--- config.mk ---
export PLATFORM = sky130hd
export DESIGN_NAME = fft_magwriter
export DESIGN_NICKNAME = d
export VERILOG_FILES = /design/src/rtl/fft_pkg.sv /design/src/rtl/mag_sq.sv /design/src/rtl/fft_magwriter.sv
export SDC_FILE = /design/constraint.sdc
export NUM_CORES = 1
export LEC_CHECK = 0
export CORE_MARGIN = 1
export CORE_UTILIZATION = 40
export DETAILED_ROUTE_END_ITERATION = 8
export PLACE_DENSITY_LB_ADDON = 0.08
export SLEW_MARGIN = 20
export SYNTH_ARGS = -nofsm -noshare
export SYNTH_HDL_FRONTEND = slang
export SYNTH_SLANG_ARGS = --single-unit
--- constraint.sdc ---
create_clock -name clk -period 12.12 [get_ports clk]
set_clock_uncertainty 0.15 [all_clocks]
set_input_delay 2.424 -clock clk [delete_from_list [all_inputs] [get_ports clk]]
set_output_delay 2.424 -clock clk [all_outputs]
set_load 0.05 [all_outputs]
--- src/rtl/fft_pkg.sv ---
// Shared constants, types and the square helper for the FFT magnitude writer.
package fft_pkg;
  localparam int NBINS = 1024;
  localparam int AW    = 10;
  localparam int IW    = 14;
  localparam int MW    = 28;

  typedef logic [MW-1:0] mag_t;
  typedef logic [AW-1:0] bin_t;

  typedef enum logic [1:0] {IDLE, WRITE, DRAIN, DONE} wr_state_t;

  localparam bin_t LAST_BIN = bin_t'(NBINS - 1);

  // Square of a signed IW-bit value; the true result is at most 2^26, so the
  // low MW bits of the sign-extended product are exact.
  function automatic mag_t sq(input logic [IW-1:0] x);
    mag_t xw;
    xw = {{(MW-IW){x[IW-1]}}, x};
    return xw * xw;
  endfunction
endpackage

--- src/rtl/mag_sq.sv ---
// Two-stage re^2 + im^2 with valid/address sideband; latency 2 cycles.
// Free-running: bubbles travel through as out_valid=0, no backpressure.
module mag_sq
  import fft_pkg::*;
(
  input  logic          clk,
  input  logic          reset,
  input  logic          in_valid,
  input  logic [AW-1:0] in_addr,
  input  logic [IW-1:0] re,
  input  logic [IW-1:0] im,
  output logic          out_valid,
  output logic [AW-1:0] out_addr,
  output logic [MW-1:0] mag
);

  logic          v1;
  logic [AW-1:0] a1;
  mag_t          sq_re;
  mag_t          sq_im;

  always_ff @(posedge clk or posedge reset) begin
    if (reset) begin
      v1        <= 1'b0;
      a1        <= '0;
      sq_re     <= '0;
      sq_im     <= '0;
      out_valid <= 1'b0;
      out_addr  <= '0;
      mag       <= '0;
    end else begin
      v1        <= in_valid;
      out_valid <= v1;
      if (in_valid) begin
        a1    <= in_addr;
        sq_re <= sq(re);
        sq_im <= sq(im);
      end
      if (v1) begin
        out_addr <= a1;
        mag      <= sq_re + sq_im;
      end
    end
  end

endmodule

--- src/rtl/fft_magwriter.sv ---
// Writes |X[k]|^2 of each FFT bin into FFT_RAM, then holds fftdone until detectdone.
// Latency 2 cycles accept->wren; sink_ready low in DRAIN/DONE; FFTW_HALF_SPECTRUM_EN writes lower half only.
module fft_magwriter
  import fft_pkg::*;
(
  input  logic          clk,
  input  logic          reset,
  input  logic          sink_valid,
  output logic          sink_ready,
  input  logic          sink_sop,
  input  logic          sink_eop,
  input  logic [IW-1:0] sink_real,
  input  logic [IW-1:0] sink_imag,
  output logic [AW-1:0] wraddr,
  output logic [MW-1:0] data,
  output logic          wren,
  output logic          fftdone,
  input  logic          detectdone,
  output logic          frame_err
);

  wr_state_t state, state_nxt;
  bin_t      count, count_nxt;
  bin_t      pipe_addr;
  logic      pipe_vld;
  logic      err_nxt;
  logic      drain_dly;
  logic      accept;
  logic      out_valid;

  assign accept  = sink_valid & sink_ready;
  assign fftdone = (state == DONE);

  always_ff @(posedge clk or posedge reset) begin
    if (reset) begin
      state      <= IDLE;
      count      <= '0;
      drain_dly  <= 1'b0;
      frame_err  <= 1'b0;
      sink_ready <= 1'b0;
    end else begin
      state      <= state_nxt;
      count      <= count_nxt;
      drain_dly  <= (state == DRAIN);
      frame_err  <= err_nxt;
      sink_ready <= (state_nxt == IDLE) || (state_nxt == WRITE);
    end
  end

  always_comb begin
    state_nxt = state;
    count_nxt = count;
    err_nxt   = 1'b0;
    pipe_vld  = 1'b0;
    pipe_addr = count;
    case (state)
      IDLE: begin
        if (accept && sink_sop) begin
          pipe_vld  = 1'b1;
          pipe_addr = '0;
          count_nxt = bin_t'(1);
          state_nxt = WRITE;
          if (sink_eop) begin
            err_nxt   = 1'b1;
            state_nxt = IDLE;
          end
        end
      end
      WRITE: begin
        if (accept) begin
          pipe_vld = 1'b1;
          if (sink_sop) begin
            // restart: this sample becomes bin 0 of a fresh frame
            err_nxt   = 1'b1;
            pipe_addr = '0;
            count_nxt = bin_t'(1);
            if (sink_eop) state_nxt = IDLE;
          end else if (count == LAST_BIN) begin
            err_nxt   = ~sink_eop;
            state_nxt = sink_eop ? DRAIN : IDLE;
          end else if (sink_eop) begin
            err_nxt   = 1'b1;
            state_nxt = IDLE;
          end else begin
            count_nxt = count + bin_t'(1);
          end
        end
      end
      DRAIN: begin
        // eop sample reaches wren one cycle after entry; leave right behind it
        if (drain_dly) state_nxt = DONE;
      end
      DONE: begin
        if (detectdone) state_nxt = IDLE;
      end
      default: state_nxt = IDLE;
    endcase
  end

  mag_sq u_mag_sq (
    .clk       (clk),
    .reset     (reset),
    .in_valid  (pipe_vld),
    .in_addr   (pipe_addr),
    .re        (sink_real),
    .im        (sink_imag),
    .out_valid (out_valid),
    .out_addr  (wraddr),
    .mag       (data)
  );

`ifdef FFTW_HALF_SPECTRUM_EN
  assign wren = out_valid & ~wraddr[AW-1];
`else
  assign wren = out_valid;
`endif

endmodule

Yosys cells after proc, flatten, opt, wreduce, memory -nomap -nowiden
Cells that the tools add are included.
{"block": "totals", "reg_bits": 121, "inputBits": 34, "output_inout_bits": 42, "word_cells": 62}
{"block": "classes", "addsub": 2, "mul": 2, "n_eq_ne": 9, "mux": 29, "n_bitwise": 2, "reduce_logical": 6}
{"cell": "$mux 10", "n": 8}
{"cell": "$mul 14x14->28", "n": 2}
{"cell": "$pmux 10 s2", "n": 2}
{"cell": "$add 28x28->28", "n": 1}
{"cell": "$mux 2", "n": 8}
{"cell": "$add 10x1->10 const B", "n": 1}
{"cell": "$eq 10x10->1 const B", "n": 1}
{"cell": "$mux 1", "n": 8}
{"cell": "$pmux 2 s4", "n": 1}
{"cell": "$ne 3x3->1 const B", "n": 2}
{"cell": "$reduce_and 5->1", "n": 1}
{"cell": "$eq 2x1->1 const B", "n": 2}
{"cell": "$eq 2x2->1 const B", "n": 2}
{"cell": "$logic_not 2->1", "n": 2}
{"cell": "$ne 2x2->1 const B", "n": 2}
{"cell": "$pmux 1 s2", "n": 2}
{"cell": "$reduce_bool 2->1", "n": 1}
{"cell": "$and 1x1->1", "n": 1}
{"cell": "$logic_and 1x1->1", "n": 1}
{"cell": "$logic_or 1x1->1", "n": 1}
{"cell": "$not 1->1", "n": 1}

Logic depth before layout (Yosys ltp)
Gate-level depths: netlist of the first run.
{"block": "depth", "word_depth": 7, "mapped_depth": 24}

By module
Synthesis of the first run repeated with hierarchy kept, for this count alone.
{"block": "unflattened", "hier_cells": 1940, "area_unflattened_um2": 19165.9}
{"module": "mag_sq", "instances": 1, "cells_per_inst": 1841, "area_per_inst_um2": 18198.7, "seq_area_each_um2": 2602.5}
{"module": "fft_magwriter", "instances": 1, "cells_per_inst": 99, "area_per_inst_um2": 967.2, "seq_area_each_um2": 375.4}

Worst setup path after synthesis of the first run
OpenSTA, ideal clock, no wires.
{"block": "synth_path", "path_type": "input port to flip-flop", "startpoint": "input sink_real[4]", "endpoint": "register u_mag_sq.sq_re[26]", "arrival_time_ns": 7.839, "slack_ns": 4.062, "stages": 22, "n_path_buf": 1, "path_cell_list": "clkbuf_1 > nand2_1 > fa_1 > inv_1 > fa_1 > fa_1 > inv_1 > fa_1 > inv_1 > fa_1 > inv_1 > fa_1 > inv_1 > ha_1 > a21oi_1 > o21ai_0 > or3_1 > o21a_1 > a21oi_1 > o22ai_1 > or4b_1 > nand3_1"}
{"block": "synth_between", "elab_chain_cells": 1}
{"item": "start: declaration", "line": "fft_magwriter.sv:12", "rtl": "input logic [IW-1:0] sink_real,"}
{"item": "$mul 14x14->28", "line": "fft_pkg.sv:20", "rtl": "return xw * xw;"}
{"item": "end signal: assignment", "line": "mag_sq.sv:36", "rtl": "sq_re <= sq(re);"}
{"item": "end: declaration", "line": "mag_sq.sv:19", "rtl": "mag_t sq_re;"}
Every way passes these cells.
A chain may end at the register's enable or synchronous reset.

Worst setup path after layout of the first run
{"block": "layout_path", "startpoint": "input sink_imag[2]", "endpoint": "register u_mag_sq.sq_im[26]"}
{"block": "layout_between", "elab_chain_cells": 1}
{"item": "start: declaration", "line": "fft_magwriter.sv:13", "rtl": "input logic [IW-1:0] sink_imag,"}
{"item": "$mul 14x14->28", "line": "fft_pkg.sv:20"}
{"item": "end signal: assignment", "line": "mag_sq.sv:37", "rtl": "sq_im <= sq(im);"}
{"item": "end: declaration", "line": "mag_sq.sv:20", "rtl": "mag_t sq_im;"}
Every way passes these cells.

==> out/metrics.cfg, run 1 <==
[setup_path]
path_class=in2reg
critPathLaunch=sink_imag[2]
cp.required_ps=12250
critPathCaptureType=flip-flop
arrival_ps=9120
r2r_setup_slack_ps=9150
startpoint_type=primary input
reg2reg_from=state[1]
path_max_fanout=16

[timing]
final-hold-violation-count=0
report.final.slew_viol_count=0
period_share_pct=74.2
timing.fmax_ghz=0.111
period_minus_slack_ps=9000
slew_headroom_pct=36.2
tightest_slew_ps=958
setup_violations=0
layout_setup_ws_ps=3120
fin_tns_setup_ps=0
rsz0062_at_grt=no

[yosys]
synth_area_mm2=0.0190
synth_enable_flop_cells=0
ys_async_sr_fraction_pct=100
synth.most_common_cell=inv_1
yosysTopAreaCell=fa_1
ys_ff_latch=119
synthTopCellsByArea=fa_1, dfrtp_1, ha_1, inv_1, nand2_1
syn_nets=2537
seq_area_frac_synth_pct=15.7
ys_types=65
syn_area_per_cell_um2=9.52
yosysWarnings=0
synth_top_area_share_pct=36.9
ys.flop_type=dfrtp_1
netlist_top_cells_count=inv_1, fa_1, nand2_1
netlist_instances=1994

[drt]
dr_total_vias=13000
dr.pass1.iters=6
drtIter0Drc=656
viasPerCell=4.87
totalWireLength_mm=40.0
detail-route-antenna-nets=0
drc_errors=14
wl_per_cell_um=15.0

[grt]
grt_max_degree=83
antenna_found_initial=0
grt_usage_pct=18.1
grt-ovfl-total=0
grt_pass1_vias=14000
grt_first_pass_wirelength_mm=69.1

[layout]
drive_gt1_share_pct=4.62
area_growth_pct=10.3
fin_area_mm2=0.0209
fin_nets=2587
diodes=0
layout.cells.non_filler=2663

[place]
gp_congestion=0.855
place_hpwl_mm=33.6
io_buffers=75
dp.cells=2632
placed_area_mm2=0.0203
place_ws_ps=2750

[floorplan]
dieArea_mm2=0.0483
row_count=79
start_util_pct=40.7
core_area_mm2=0.0467
ios=76
fp.dieH_um=220
die_x_um=220

[clock_tree]
cts_tree=built
hold_buffers=0
cts_inserted_buffers=17
ctsResizeCount=0
postCtsSetupBuffers=0
clockBufferDepth=2
htreeDepth=4
clk_latency_ps=430
clk_pin_slew_worst_paths_ps=60
cts-root-buf=clkbuf_16
clkSinkCount=119

[job]
maxCapViolCount=0

[outcome]
violations=design-rule violations
status=complete, but fails checks

[hold_path]
worstHoldPathType=reg2reg
min_from=u_mag_sq.sq_re[19]

[worst max-delay path: stages]
cell,delay [ps]
clkdlybuf4s50_1,910
nand2_1,280
fa_1,590
inv_1,70
fa_1,700
inv_1,180
fa_1,520
inv_1,60
fa_1,480
fa_1,490
inv_1,50
fa_1,490
inv_1,40
ha_1,350
a21oi_1,210
nand2b_1,80
o31ai_1,540
o2111ai_1,220
a21oi_1,200
xor2_1,160
o21ai_1,70
[metrics by stage]
stage | hold slack [ps] | util, %
2_1_floorplan | 283 | -
3_3_place_gp | 321 | 43.6
3_5_place_dp | 322 | 43.6
4_1_cts | 337 | 44.9
5_1_grt | 359 | 44.9
6_report | 331 | 44.9
[sequential cells by signal (all words and copies together) (netlist names)]
signal              flops
count                  10
u_mag_sq.a1            10
drain_dly               1
u_mag_sq.sq_re         27
u_mag_sq.sq_im         27
u_mag_sq.v1             1
u_mag_sq.out_addr      10
u_mag_sq.mag           28
frame_err               1
sink_ready              1
state                   2
u_mag_sq.out_valid      1
[layer usage]
metal | share of wire, % | vias up | global-route usage [%]
li1 | - | 6226 | -
met1 | 46 | 6579 | 24.6
met2 | 51 | 135 | 31.9
met3 | 2.4 | 16 | 1.97
met4 | 0.37 | 0 | 2.05
met5 | 0 | - | 0
[layout make-up]
type / count / area, µm²
clock inverter: 14 / 153
sequential: 119 / 2980
clock buffer: 17 / 425
multi-input combinational: 1354 / 14000
timing repair buffer: 79 / 781
inverter: 473 / 1780
tap: 607 / 759
fill: 4619 / 25700
[logic make-up (layout without fill, tap and decap cells)]
group                      count (synthesis)  in the layout  synth area share, %
AOI/OAI and AO/OA                        255            255                 8.70
and+or+nand+nor                          457            457                 11.3
muxes                                     33             33                 1.95
adders and majority gates                509            509                 47.4
buffers and inverters                    521            583                 10.3
DFF                                      119            119                 15.7
xor gates and xnor gates                 100            100                 4.62
[path summary, 6_finish.rpt]
check | endpoint | cells after the start
setup reg to reg | count[9] | 8
min in group asynchronous | u_mag_sq.a1[3] | 2
max in group asynchronous | u_mag_sq.v1 | 3
hold reg to reg | u_mag_sq.sq_re[19] | 2
setup / recovery | u_mag_sq.sq_im[26] | 21
hold / removal | u_mag_sq.sq_re[19] | 2
[placed cells by master, fill, tap and decap left out, types with 6 or more instances in the layout]
cell / synthesis / layout
a211oi_1: 6 / 6
a21o_1: 22 / 22
a21oi_1: 83 / 83
a22o_1: 10 / 10
a31o_2: 7 / 7
a31oi_1: 6 / 6
and2_1: 74 / 74
and3_1: 8 / 8
clkbuf_16: 0 / 17
clkdlybuf4s50_1: 0 / 75
dfrtp_1: 119 / 118
fa_1: 350 / 350
ha_1: 159 / 159
inv_1: 471 / 470
mux2_2: 32 / 32
nand2_1: 196 / 196
nand2b_1: 8 / 8
nand3_1: 21 / 21
nor2_1: 80 / 79
nor2b_1: 28 / 28
nor3_1: 10 / 10
o21a_1: 12 / 12
o21ai_0: 50 / 50
o21ai_1: 8 / 8
o21bai_1: 8 / 8
o31ai_1: 8 / 8
or2_2: 6 / 6
or3_1: 10 / 10
xnor2_1: 59 / 59
xor2_1: 41 / 41
Power of run 1 is left out: the tool's default activity adds up to more than one toggle a clock period on the data nets, which glitch-free logic cannot reach.
==> run 2: changes to the inputs <==
Clock period 12.12 ns to 9.2 ns, I/O delays scaled along.
==> run 2 against run 1 <==
  * The flow still finishes with violations (design-rule violations)
  * Sequential share of layout area decreased by 0.070 points
  * Global-route usage about the same
  * First-iteration DRC count decreased by 14%
  * Worst setup slack got worse by 2200 ps
  * Non-clock buffer count increased by 14
  * Worst hold slack improved by 0.79 ps
  * Critical path depth increased by 1
  * Register-to-register slack got worse by 3300 ps
  * Flip-flop and latch count unchanged
  * Clock-buffer cell count increased by 3
  * Via count increased by 0.76%
==> out/metrics.cfg, run 2 (synthesized netlist as in run 1, its figures left out) <==
[outcome]
status=complete, but fails checks
violations=design-rule violations

[setup_path]
arrival_ps=8500  ; -620 ps
crit_end=u_mag_sq.sq_re[26]
startpoint_type=primary input
ff2ff_path_depth=10  ; +2
path_max_fanout=16  ; unchanged
cp.required_ps=9410  ; -2840 ps
cpPeakStageDelay_ps=970  ; +60 ps
r2r_end=count[8]
critPathCaptureType=flip-flop
path_class=in2reg
critical_path.cell_chain=clkdlybuf4s50_1 -> nand2_1 -> fa_1 -> inv_1 -> fa_1 -> fa_1 -> inv_1 -> fa_1 -> inv_1 -> fa_1 -> inv_1 -> fa_1 -> inv_1 -> ha_1 -> a21oi_1 -> o21ai_0 -> or3_1 -> o21a_1 -> a21oi_1 -> o22ai_1 -> or4b_1 -> nand3_1
reg2reg_from=state[1]
critPathLaunch=sink_real[4]
r2r_setup_slack_ps=5900  ; -3250 ps
crit_path_top_delay_cell=clkdlybuf4s50_1
path_common_cell=fa_1

[timing]
tightest_slew_ps=966  ; +8.20 ps
slew_headroom_pct=35.6  ; -0.55 points
report.final.slew_viol_count=0  ; unchanged
period_minus_slack_ps=8290
rsz0062_at_grt=no
fin_tns_setup_ps=0  ; unchanged
final-hold-violation-count=0  ; unchanged
timing.fmax_ghz=0.121
period_share_pct=90.1
setup_violations=0  ; unchanged

[floorplan]
fp.dieH_um=220  ; unchanged
ios=76  ; unchanged
dieArea_mm2=0.0483  ; unchanged
core_area_mm2=0.0467  ; unchanged
row_count=79  ; unchanged
start_util_pct=40.7  ; unchanged
die_x_um=220  ; unchanged

[drt]
dr.pass1.iters=7  ; +1
drtIter0Drc=565  ; -14%
detail-route-antenna-nets=0  ; unchanged
viasPerCell=4.87  ; +0.19%
totalWireLength_mm=39.9  ; about the same
dr_total_vias=13100  ; +0.76%
wl_per_cell_um=14.9  ; -0.64%
drc_errors=14  ; unchanged

[grt]
grt_first_pass_wirelength_mm=68.9  ; -0.32%
grt-ovfl-total=0  ; unchanged
antenna_found_initial=0  ; unchanged
grt_pass1_vias=14000  ; +0.65%
grt_max_degree=61  ; -27%
grt_usage_pct=18.1  ; -0.030 points

[hold_path]
worstHoldPathType=reg2reg

[clock_tree]
clk_pin_slew_worst_paths_ps=60  ; about the same
cts_tree=built
ctsResizeCount=0  ; unchanged
hold_buffers=0  ; unchanged
postCtsSetupBuffers=0  ; unchanged
htreeDepth=4  ; unchanged
clockBufferDepth=2  ; unchanged
cts-root-buf=clkbuf_16
clk_latency_ps=430  ; about the same
cts_inserted_buffers=17  ; unchanged
clkSinkCount=119  ; unchanged

[layout]
drive_gt1_share_pct=5.26  ; +0.64 points
final_common_cell=inv_1
diodes=0  ; unchanged
final_cell_mix=inv_1, fa_1, nand2_1, ha_1, dfrtp_1
largest_reg_flops=28  ; unchanged
area_growth_pct=10.8
fin_nets=2601  ; +0.54%
multi_input_area_mm2=0.0140  ; unchanged
top_regs=u_mag_sq.mag x28, u_mag_sq.sq_im x27, u_mag_sq.sq_re x27
nFillCells=4624  ; +0.11%
regMostFlops=u_mag_sq.mag
fin_area_mm2=0.0210  ; +0.50%
seq_area_mm2=0.00298  ; unchanged
fin_util_pct=45.1  ; +0.22 points

[place]
io_buffers=75  ; unchanged
gp_congestion=0.851  ; -0.49%
placed_area_mm2=0.0205  ; +0.52%
place_hpwl_mm=34.0  ; +1.2%

[job]
maxCapViolCount=0  ; unchanged

-- run 2: cell types whose count changed in the layout (fill, tap and decap cells not counted), sizes merged --
cell	delta
bufinv	-1
buf	+14
clkbuf	+3
clkinv	+1
clkinvlp	-2
-- run 2: metal layers --
metal	track usage, %	share of wire (%)
met4	2.87	1.0
met3	1.88	1.7
met1	25.0	47
met5	0	0
met2	31.0	50
-- run 2: cell type report --
type / count / share of cell area [%]
repair buffers: 93 / 4.21
well taps: 607 / 3.61
inverters: 473 / 8.45
multi-input cells: 1354 / 66.8
clock buffers: 20 / 2.17
flip-flops and latches: 119 / 14.2
clock inverters: 12 / 0.571
-- run 2: worst min-delay path by stage --
stage                                   from                  to  slack (ps)  cells after the start
after floorplan                  u_mag_sq.v1  u_mag_sq.out_valid         280                      0
after global placement       u_mag_sq.mag[8]     u_mag_sq.mag[8]         320                      2
after detailed placement   u_mag_sq.sq_re[3]   u_mag_sq.sq_re[3]         320                      2
after CTS                 u_mag_sq.sq_re[19]  u_mag_sq.sq_re[19]         340                      2
after global routing         u_mag_sq.mag[8]     u_mag_sq.mag[8]         370                      2
final                     u_mag_sq.sq_re[19]  u_mag_sq.sq_re[19]         330                      2
-- run 2: per-stage QoR --
stage | hold WS [ps] | setup slack, ps | std cells
floorplan | 283 | 1730 | 1994
global placement | 322 | 565 | 2646
detailed placement | 323 | 501 | 2646
CTS | 337 | 944 | 2678
global route | 369 | 475 | 2678
finish | 331 | 912 | 2678
-- run 2: worst max-delay path, delay by kind of cell --
family | cells | cell delay [ps]
simple gates | 4 | 1050
buf+inv | 6 | 1230
compound gates | 5 | 980
fa+ha+maj | 7 | 3370
Power of run 2 is left out for the same reason.
